[config.mk]
export PLATFORM = sky130hd
export DESIGN_NAME = meter_sweep_scheduler
export DESIGN_NICKNAME = d
export VERILOG_FILES = /design/src/rtl/meter_pkg.sv /design/src/rtl/meter_rr_pick.sv /design/src/rtl/meter_sweep_scheduler.sv
export SDC_FILE = /design/constraint.sdc
export NUM_CORES = 1
export LEC_CHECK = 0
export ABC_AREA = 1
export CORE_UTILIZATION = 58
export CTS_CLUSTER_SIZE = 30
export DETAILED_ROUTE_END_ITERATION = 8
export PLACE_DENSITY_LB_ADDON = 0.2
export SYNTH_ARGS = -nofsm -noshare
export SYNTH_HDL_FRONTEND = slang
export SYNTH_SLANG_ARGS = --single-unit
export TNS_END_PERCENT = 10
[constraint.sdc]
create_clock -name sys_clk -period 2.7 [get_ports sys_clk]
set_input_delay 0.675 -clock sys_clk [delete_from_list [all_inputs] [get_ports sys_clk]]
set_output_delay 0.675 -clock sys_clk [all_outputs]
set_load 0.05 [all_outputs]
[src/rtl/meter_pkg.sv]
// Shared definitions for the meter sweep scheduler: FSM encoding, default
// settle time and a round-robin "next set bit" helper.
package meter_pkg;

    localparam int unsigned MAX_CH         = 32;
    localparam int unsigned SETTLE_CYC_DEF = 10;

    typedef enum logic [2:0] {
        ST_IDLE   = 3'd0,
        ST_SETTLE = 3'd1,
        ST_CLEAR  = 3'd2,
        ST_GATE   = 3'd3,
        ST_LATCH  = 3'd4,
        ST_REPORT = 3'd5
    } state_e;

    // Next set bit strictly above idx, wrapping past n-1 back to 0.
    // Returns idx when the mask is empty; idx = n-1 yields the lowest set bit.
    function automatic int unsigned next_set_above(input logic [MAX_CH-1:0] mask,
                                                   input int unsigned idx,
                                                   input int unsigned n);
        int unsigned j;
        logic        found;
        next_set_above = idx;
        found          = 1'b0;
        for (int unsigned k = 1; k <= MAX_CH; k++) begin
            if (!found && k <= n) begin
                j = idx + k;
                if (j >= n) j = j - n;
                if (mask[j[4:0]]) begin
                    next_set_above = j;
                    found          = 1'b1;
                end
            end
        end
    endfunction

endpackage

[src/rtl/meter_rr_pick.sv]
// Combinational round-robin channel picker: next masked channel above the
// current one, lowest masked channel, and an end-of-sweep flag.
module meter_rr_pick
    import meter_pkg::*;
#(
    parameter int NUM_CH = 4,
    parameter int CH_W   = 2
) (
    input  logic [NUM_CH-1:0] mask_i,
    input  logic [CH_W-1:0]   cur_i,
    output logic [CH_W-1:0]   next_ch_o,
    output logic [CH_W-1:0]   lowest_ch_o,
    output logic              last_o
);

    logic [MAX_CH-1:0] wide_mask;

    assign wide_mask   = MAX_CH'(mask_i);
    assign next_ch_o   = CH_W'(next_set_above(wide_mask, 32'(cur_i), NUM_CH));
    assign lowest_ch_o = CH_W'(next_set_above(wide_mask, NUM_CH - 1, NUM_CH));

    // last_o: no masked channel sits above the current one
    always_comb begin
        last_o = 1'b1;
        for (int i = 0; i < NUM_CH; i++) begin
            if (i > int'(cur_i) && mask_i[i]) last_o = 1'b0;
        end
    end

endmodule

[src/rtl/meter_sweep_scheduler.sv]
// Sweeps a shared gate/count datapath over the masked channels: settle,
// clear, gate, latch, then hand the result off over valid/ready.
module meter_sweep_scheduler
    import meter_pkg::*;
#(
    parameter int NUM_CH     = 4,
    parameter int CH_W       = 2,
    parameter int GATE_W     = 32,
    parameter int SETTLE_CYC = SETTLE_CYC_DEF
) (
    input  logic              sys_clk,
    input  logic              rst,
    input  logic              start,
    input  logic              continuous,
    input  logic              abort,
    input  logic [NUM_CH-1:0] ch_mask,
    input  logic [GATE_W-1:0] gate_len,
    output logic [CH_W-1:0]   ch_sel,
    output logic              cnt_clr,
    output logic              gate_en,
    output logic              latch,
    output logic              res_valid,
    input  logic              res_ready,
    output logic [CH_W-1:0]   res_ch,
    output logic              busy,
    output logic              cfg_err
);

    localparam int SET_W = (SETTLE_CYC > 1) ? $clog2(SETTLE_CYC) : 1;

    state_e              state_q, state_d;
    logic [CH_W-1:0]     ch_sel_q, ch_sel_d;
    logic [CH_W-1:0]     res_ch_q, res_ch_d;
    logic [SET_W-1:0]    settle_q, settle_d;
    logic [GATE_W-1:0]   gate_q, gate_d;
    logic [GATE_W-1:0]   gate_len_q, gate_len_d;
    logic [NUM_CH-1:0]   mask_q, mask_d;
    logic                cont_q, cont_d;
    logic                cfg_err_q, cfg_err_d;

    logic [NUM_CH-1:0]   pick_mask;
    logic [CH_W-1:0]     next_ch, lowest_ch;
    logic                last_ch;

    function automatic logic [GATE_W-1:0] clamp_gate(input logic [GATE_W-1:0] len);
        return (len == '0) ? GATE_W'(1) : len;
    endfunction

    // In IDLE the picker sees the live mask so the first channel is ready at start.
    assign pick_mask = (state_q == ST_IDLE) ? ch_mask : mask_q;

    meter_rr_pick #(
        .NUM_CH (NUM_CH),
        .CH_W   (CH_W)
    ) u_pick (
        .mask_i      (pick_mask),
        .cur_i       (ch_sel_q),
        .next_ch_o   (next_ch),
        .lowest_ch_o (lowest_ch),
        .last_o      (last_ch)
    );

    always_ff @(posedge sys_clk) begin
        if (rst) begin
            state_q    <= ST_IDLE;
            ch_sel_q   <= '0;
            res_ch_q   <= '0;
            settle_q   <= '0;
            gate_q     <= '0;
            gate_len_q <= GATE_W'(1);
            mask_q     <= '0;
            cont_q     <= 1'b0;
            cfg_err_q  <= 1'b0;
        end else begin
            state_q    <= state_d;
            ch_sel_q   <= ch_sel_d;
            res_ch_q   <= res_ch_d;
            settle_q   <= settle_d;
            gate_q     <= gate_d;
            gate_len_q <= gate_len_d;
            mask_q     <= mask_d;
            cont_q     <= cont_d;
            cfg_err_q  <= cfg_err_d;
        end
    end

    always_comb begin
        state_d    = state_q;
        ch_sel_d   = ch_sel_q;
        res_ch_d   = res_ch_q;
        settle_d   = settle_q;
        gate_d     = gate_q;
        gate_len_d = gate_len_q;
        mask_d     = mask_q;
        cont_d     = cont_q;
        cfg_err_d  = 1'b0;

        if (abort) begin
            state_d = ST_IDLE;
        end else begin
            case (state_q)
                ST_IDLE: begin
                    if (start) begin
                        if (ch_mask != '0) begin
                            state_d    = ST_SETTLE;
                            mask_d     = ch_mask;
                            cont_d     = continuous;
                            gate_len_d = clamp_gate(gate_len);
                            ch_sel_d   = lowest_ch;
                            settle_d   = SET_W'(SETTLE_CYC - 1);
                        end else begin
                            cfg_err_d = 1'b1;
                        end
                    end
                end
                ST_SETTLE: begin
                    if (settle_q == '0) state_d = ST_CLEAR;
                    else                settle_d = settle_q - SET_W'(1);
                end
                ST_CLEAR: begin
                    state_d = ST_GATE;
                    gate_d  = gate_len_q - GATE_W'(1);
                end
                ST_GATE: begin
                    if (gate_q == '0) state_d = ST_LATCH;
                    else              gate_d  = gate_q - GATE_W'(1);
                end
                ST_LATCH: begin
                    state_d  = ST_REPORT;
                    res_ch_d = ch_sel_q;
                end
                ST_REPORT: begin
                    if (res_ready) begin
                        if (!last_ch) begin
                            state_d  = ST_SETTLE;
                            ch_sel_d = next_ch;
                            settle_d = SET_W'(SETTLE_CYC - 1);
                        end else if (cont_q) begin
                            // New continuous sweep: gate length is refreshed here only.
                            state_d    = ST_SETTLE;
                            ch_sel_d   = lowest_ch;
                            settle_d   = SET_W'(SETTLE_CYC - 1);
                            gate_len_d = clamp_gate(gate_len);
                        end else begin
                            state_d = ST_IDLE;
                        end
                    end
                end
                default: state_d = ST_IDLE;
            endcase
        end
    end

    assign ch_sel    = ch_sel_q;
    assign res_ch    = res_ch_q;
    assign cnt_clr   = (state_q == ST_CLEAR);
    assign gate_en   = (state_q == ST_GATE);
    assign latch     = (state_q == ST_LATCH);
    assign res_valid = (state_q == ST_REPORT);
    assign busy      = (state_q != ST_IDLE);
    assign cfg_err   = cfg_err_q;

endmodule

==> results of run 1 <==
==> kinds of logic after synthesis <==
group           count (synthesis)  synth area share [%]
xor+xnor                        7                  1.13
compound gates                179                  18.2
buf+inv                       161                  12.4
flops                          81                  29.9
simple gates                  444                  36.8
fa+ha+maj                       7                  1.61
==> metal layers <==
metal  part of all wire (%)  up-vias  wire (um)  GRT usage (%)
met5                      0        -          0              0
met4                    2.6        0        383           11.7
met1                     46     2616       6790           42.5
li1                       -     2895          -              -
met2                     44      214       6540           51.5
met3                    7.1       32       1040           4.96
==> cells in the mapped netlist (7+ instances only) <==
master / instances
nor2_4: 12
buf_6: 7
xor2_1: 7
o21ai_0: 71
buf_2: 7
o21ai_2: 17
nand3_1: 68
clkbuf_1: 13
ha_1: 7
a21oi_1: 67
inv_2: 12
nand4_1: 14
o21ai_1: 18
nand2_2: 13
inv_1: 116
dfxtp_1: 81
nor2_1: 120
nand2_1: 192
nor2_2: 9
==> cell type report <==
| class | instances | area (um^2) |
|---|---|---|
| Clock buffer | 10 | 138 |
| Clock inverter | 6 | 73.8 |
| Fill cell | 803 | 2660 |
| Inverter | 130 | 488 |
| Multi-Input combinational cell | 637 | 3140 |
| Sequential cell | 81 | 1620 |
| Tap cell | 108 | 135 |
| Timing Repair Buffer | 65 | 638 |
==> final timing paths <==
kind	endpoint	slack, ps	depth (start not counted)
hold / removal	gate_len_q[15]	450	2
hold reg to reg	gate_len_q[15]	450	2
setup reg to reg	gate_q[28]	200	14
setup / recovery	gate_q[28]	200	14
==> critical path: stages (launching register included) <==
cell and delay (ps):
dfxtp_1 430, inv_2 100, nor2_4 120, nand2_4 70, inv_2 160, nand2_1 70
o21ai_1 170, ha_1 370, nand2_2 150, nor3_2 400, nand2_1 100, nand2_1 70
nand3_1 70, nand2_1 80, inv_1 40
==> per-stage QoR <==
stage	total power, mW	cells
3_5_place_dp	2.70	1021
6_report	3.66	1037
5_1_grt	3.90	1037
4_1_cts	3.64	1037
3_3_place_gp	2.67	1021
2_1_floorplan	2.35	879
==> state kept, by name, summed over array words and instances (netlist names) <==
name and count:
gate_len_q 32, state_q 3, gate_q 32, res_ch 2
ch_sel 2, settle_q 4, mask_q 4, cont_q 1
cfg_err 1
==> power by group through the flow <==
| stage | Sequential, mW | Combinational [mW] | Clock [mW] |
|---|---|---|---|
| final | 1.36 | 1.34 | 0.962 |
| after global routing | 1.38 | 1.50 | 1.03 |
| after CTS | 1.36 | 1.32 | 0.966 |
| after detailed placement | 1.39 | 1.31 | 0 |
| after global placement | 1.39 | 1.28 | 0 |
| after floorplan | 1.38 | 0.966 | 0 |
==> what timing repair did <==
| item | CTS | global route |
|---|---|---|
| setup buffers | 0 | 0 |
| setup endpoints to repair | 0 | 2 |
| gates resized for setup | 0 | 2 |
==> out/metrics.yaml, run 1 <==
grt_max_degree: 53
grt_pass1_vias: 5304
worstSetupStartpointType: "register"
startpoint: "state_q[1]"
clkSlewWorstSetupHoldPaths_ps: 90
finalClockSkew_ps: 17.5
netlist_area_um2: 5430
cts_hold_buf: 0
clk_latency_ps: 370
worstSetupEndpointType: "register"
dp_hpwl_um: 11400
final.setup.worst_slack_ps: 203
critPathRequiredTime_ps: 2960
swShare_pct: 39.4
peakVddDrop_uv: 275
hold_path_class: "register to register"
syn_area_per_cell_um2: 6.17
antenna_cells: 0
path_max_fanout: 7
postPlaceCellArea_um2: 6020
synth_cell_types: 36
ys_ff_latch: 81
synthFlopType: "dfxtp_1"
core_area_um2: 8890
outcome: "complete, no violations"
hold_viol: 0
final_antenna_net_count: 0
timing.max_cap.violations: 0
final_max_slew_viol_count: 0
wirelength_um: 14800
crit_arrival_ps: 2750
drt_iter0_markers: 375
fin_crit_sh_pct: 92.5
crit_type: "register to register"
dp_slack_ps: 136
layout_commonest_cell: "nand2_1"
fp.dieArea_um2: 9750
num_rows: 34
period_needed_ps: 2500
drive_above_1_share_pct: 11.6
start_util_pct: 61.0
die_w_um: 98.7
p_int_mw: 2.22
p_clk_share_pct: 26.3
pwr-share-seq_pct: 37.3
die_y_um: 98.7
cts_max_level: 3
port_buffers: 51
yosys.area.top_type_share_pct: 29.9
combinationalPowerShare_pct: 36.5
viasPerCell: 5.55
power_density_nw_per_um2: 588
ys_async_sr_fraction_pct: 0
place_congestion: 0.982
drc_errors: 0
clkSinkCount: 81
avgRoutedWirePerCell_um: 14.2
relSlewSlack_pct: 59.5
grt_overflow: 0
tritoncts: "yes"
tightest_slew_ps: 602
fin_util_pct: 70.1
rsz0062_at_grt: "no"
antenna_found_initial: 0
syn_nets: 928
setup_viol: 0
yosysTopAreaCell: "dfxtp_1"
synth_edf_count: 0
fin_nets: 973
grt_pass1_wl_um: 24600
vias: 5757
clock.fmax_mhz: 400
netlist_instances: 879
p_sw_mw: 1.44
clk_path_buf_depth: 2
postLayoutCellArea_um2: 6230
synthTopCellsByArea: "dfxtp_1 30%, nand2_1 13%, nor2_1 8.3%, inv_1 8.0%, o21ai_0 6.5%"
root_buffer: "clkbuf_8"
ys_warn_count: 0
grt_use_total_pct: 31.6
syn_to_final_growth_pct: 14.8
worst_hold_startpoint: "gate_len_q[15]"
hold_ws_ps: 453
r2r-start: "state_q[1]"
drtPass1Iterations: 5
final_cell_mix: "192 x nand2_1, 120 x nor2_1, 116 x inv_1"
setup_tns_ps: 0
power.leakage_nw: 2.89
yosysSeqAreaShare_pct: 29.9
ioPinCount: 52
numCtsBuffers: 9
(Power assumes the default switching activity.)
==> inputs of run 2 (changes only) <==
Settings changed: CELL_PAD_IN_SITES_DETAIL_PLACEMENT set to 0, CELL_PAD_IN_SITES_GLOBAL_PLACEMENT set to 1, CORE_MARGIN set to 3, CORE_UTILIZATION 58 to 41, PLACE_DENSITY_LB_ADDON 0.2 to 0.1.
==> run 2 against run 1 <==
  * First-iteration DRC count increased by 5.9%
  * Worst hold slack got worse by 2.8 ps
  * Cell count increased by 6.0%
  * Sequential share of layout area decreased by 0.74 points
  * Sequential cell count unchanged
  * Clock skew decreased by 11 ps
  * Cell area increased by 2.9%
  * Critical path depth decreased by 13
  * Largest cell class unchanged
  * Largest power group unchanged
==> out/metrics.yaml, run 2 (synthesis gave the netlist of run 1 again) <==
outcome: "complete, no violations"
vias: 5568  # -3.3%
relSlewSlack_pct: 64.3  # +4.8 points
r2r-start: "state_q[1]"
avgRoutedWirePerCell_um: 14.5  # +1.8%
reg2reg_depth: 14  # unchanged
startpoint: "ch_sel[1]"
power.leakage_nw: 2.91  # +0.72%
final_cell_mix: "192 x nand2_1, 120 x nor2_1, 116 x inv_1"
worstPathCellList: "clkdlybuf4s50_1"
antenna_cells: 0  # unchanged
peakVddDrop_uv: 324  # +18%
core_area_um2: 12800  # +44%
antenna_found_initial: 0  # unchanged
setup_tns_ps: 0  # unchanged
cts_hold_buf: 0  # unchanged
hold_ws_ps: 450  # -2.83 ps
dp_hpwl_um: 12300  # +7.7%
fillers: 1377  # +71%
clk_path_buf_depth: 2  # unchanged
final_cells: 1099  # +6.0%
tightest_slew_ps: 533  # -69.2 ps
critPathRequiredTime_ps: 2030  # -930 ps
grt_pass1_vias: 5321  # +0.32%
final_max_slew_viol_count: 0  # unchanged
start_util_pct: 42.5  # -19 points
tritoncts: "yes"
cp_slowest_cell: "clkdlybuf4s50_1"
rsz0062_at_grt: "no"
period_needed_ps: 2500  # -0.618 ps
crit_path_end: "ch_sel[1]"
cp.depth: 1  # -13
setup_viol: 0  # unchanged
finalClockSkew_ps: 6.90  # -10.5 ps
grt_use_total_pct: 23.1  # -8.6 points
grt_overflow: 0  # unchanged
timing.max_cap.violations: 0  # unchanged
root_buffer: "clkbuf_16"
fin_util_pct: 50.2  # -20 points
power_density_nw_per_um2: 609  # +3.7%
drive_above_1_share_pct: 11.7  # +0.025 points
crit_arrival_ps: 1820  # -930 ps
hold_viol: 0  # unchanged
viasPerCell: 5.07  # -8.7%
layout_commonest_cell: "nand2_1"
cp_top_family: "buffers and inverters"
clkSlewWorstSetupHoldPaths_ps: 70  # -20 ps
path_buf_inv: 1  # -2
worstSetupStartpointType: "register"
final.setup.worst_slack_ps: 203  # +0.618 ps
postPlaceCellArea_um2: 6120  # +1.7%
postLayoutCellArea_um2: 6410  # +2.9%
drc_errors: 0  # unchanged
die_w_um: 121  # +23%
numCtsBuffers: 9  # unchanged
drt_iter0_markers: 397  # +5.9%
clk_latency_ps: 350  # -20 ps
hold_path_class: "register to register"
ioPinCount: 52  # unchanged
drtPass1Iterations: 5  # unchanged
placed_cells: 1083  # +6.1%
clock.fmax_mhz: 401  # about the same
path_max_fanout: 9  # +2
fin_crit_sh_pct: 92.5  # about the same
reg2reg_slack_ps: 240  # +40 ps
grt_max_degree: 77  # +45%
die_y_um: 121  # +23%
clkSinkCount: 81  # unchanged
port_buffers: 51  # unchanged
fin_nets: 971  # -0.21%
cts_max_level: 3  # unchanged
place_congestion: 1.00  # +1.9%
crit_type: "register to output pin"
cpPeakStageDelay_ps: 890  # +460 ps
top_regs: "gate_len_q (32), gate_q (32)"
wirelength_um: 15900  # +7.9%
grt_pass1_wl_um: 26600  # +8.0%
worstSetupEndpointType: "output pin"
syn_to_final_growth_pct: 18.2
power_mw: 3.91  # +6.7%
final_antenna_net_count: 0  # unchanged
fp.dieArea_um2: 14700  # +50%
reg2reg_to: "gate_q[28]"
num_rows: 41  # +21%
postCtsSetupRepairBufs: 0  # unchanged
dp_slack_ps: 109  # -27.4 ps
## run 2: cell types whose count changed in the layout (fill, tap and decap cells not counted), sizes merged
cell          before  now
buf               17   16
clkbuf            10    9
inv              130  131
bufinv             1    0
dlymetal6s2s       2    1
clkinvlp           2    3
## run 2: worst min-delay path by stage
stage / startpoint / depth (start not counted) / to
4_1_cts: gate_len_q[8] / 2 / gate_len_q[8]
2_1_floorplan: gate_len_q[15] / 2 / gate_len_q[15]
5_1_grt: gate_len_q[8] / 2 / gate_len_q[8]
3_5_place_dp: gate_len_q[8] / 2 / gate_len_q[8]
3_3_place_gp: gate_len_q[8] / 2 / gate_len_q[8]
6_report: gate_len_q[8] / 2 / gate_len_q[8]
## run 2: worst register-to-register path, delay by kind of cell (launching register included)
kind | cells | cell delay [ps]
buf+inv | 3 | 310
fa+ha+maj | 1 | 370
flops | 1 | 420
simple gates | 9 | 1110
compound gates | 1 | 160
## run 2: timing repair
action,4_1_cts,5_1_grt
setup endpoints to repair,0,2
resized for setup,0,3
hold endpoints to repair,0,0
## run 2: final cells by class
class                   instances  area, um^2  area share, %
clock buffers                   9         225           3.51
clock inverters                 7        60.1          0.936
inverters                     130         488           7.61
multi-input cells             637        3140           49.0
flip-flops and latches         81        1620           25.3
well taps                     172         215           3.35
repair buffers                 63         663           10.3
## run 2: power by group
part	total [mW]	switching [mW]	internal (mW)	leakage (nW)
clock	1.20	0.559	0.638	0.131
sequential	1.37	0.0685	1.30	0.662
combinational	1.35	0.882	0.463	2.12
## run 2: metal layers
layer	track usage [%]	wire length, um	part of all wire (%)
met1	33.2	8010	50
met2	34.8	6820	43
met3	4.48	820	5.2
met4	7.01	272	1.7
met5	0	0	0
==> inputs of run 3 (changes only) <==
Settings changed: CTS_CLUSTER_DIAMETER set to 80.
==> results of run 3 <==
No change in the layout: final DEF, timing and power equal those of run 2.
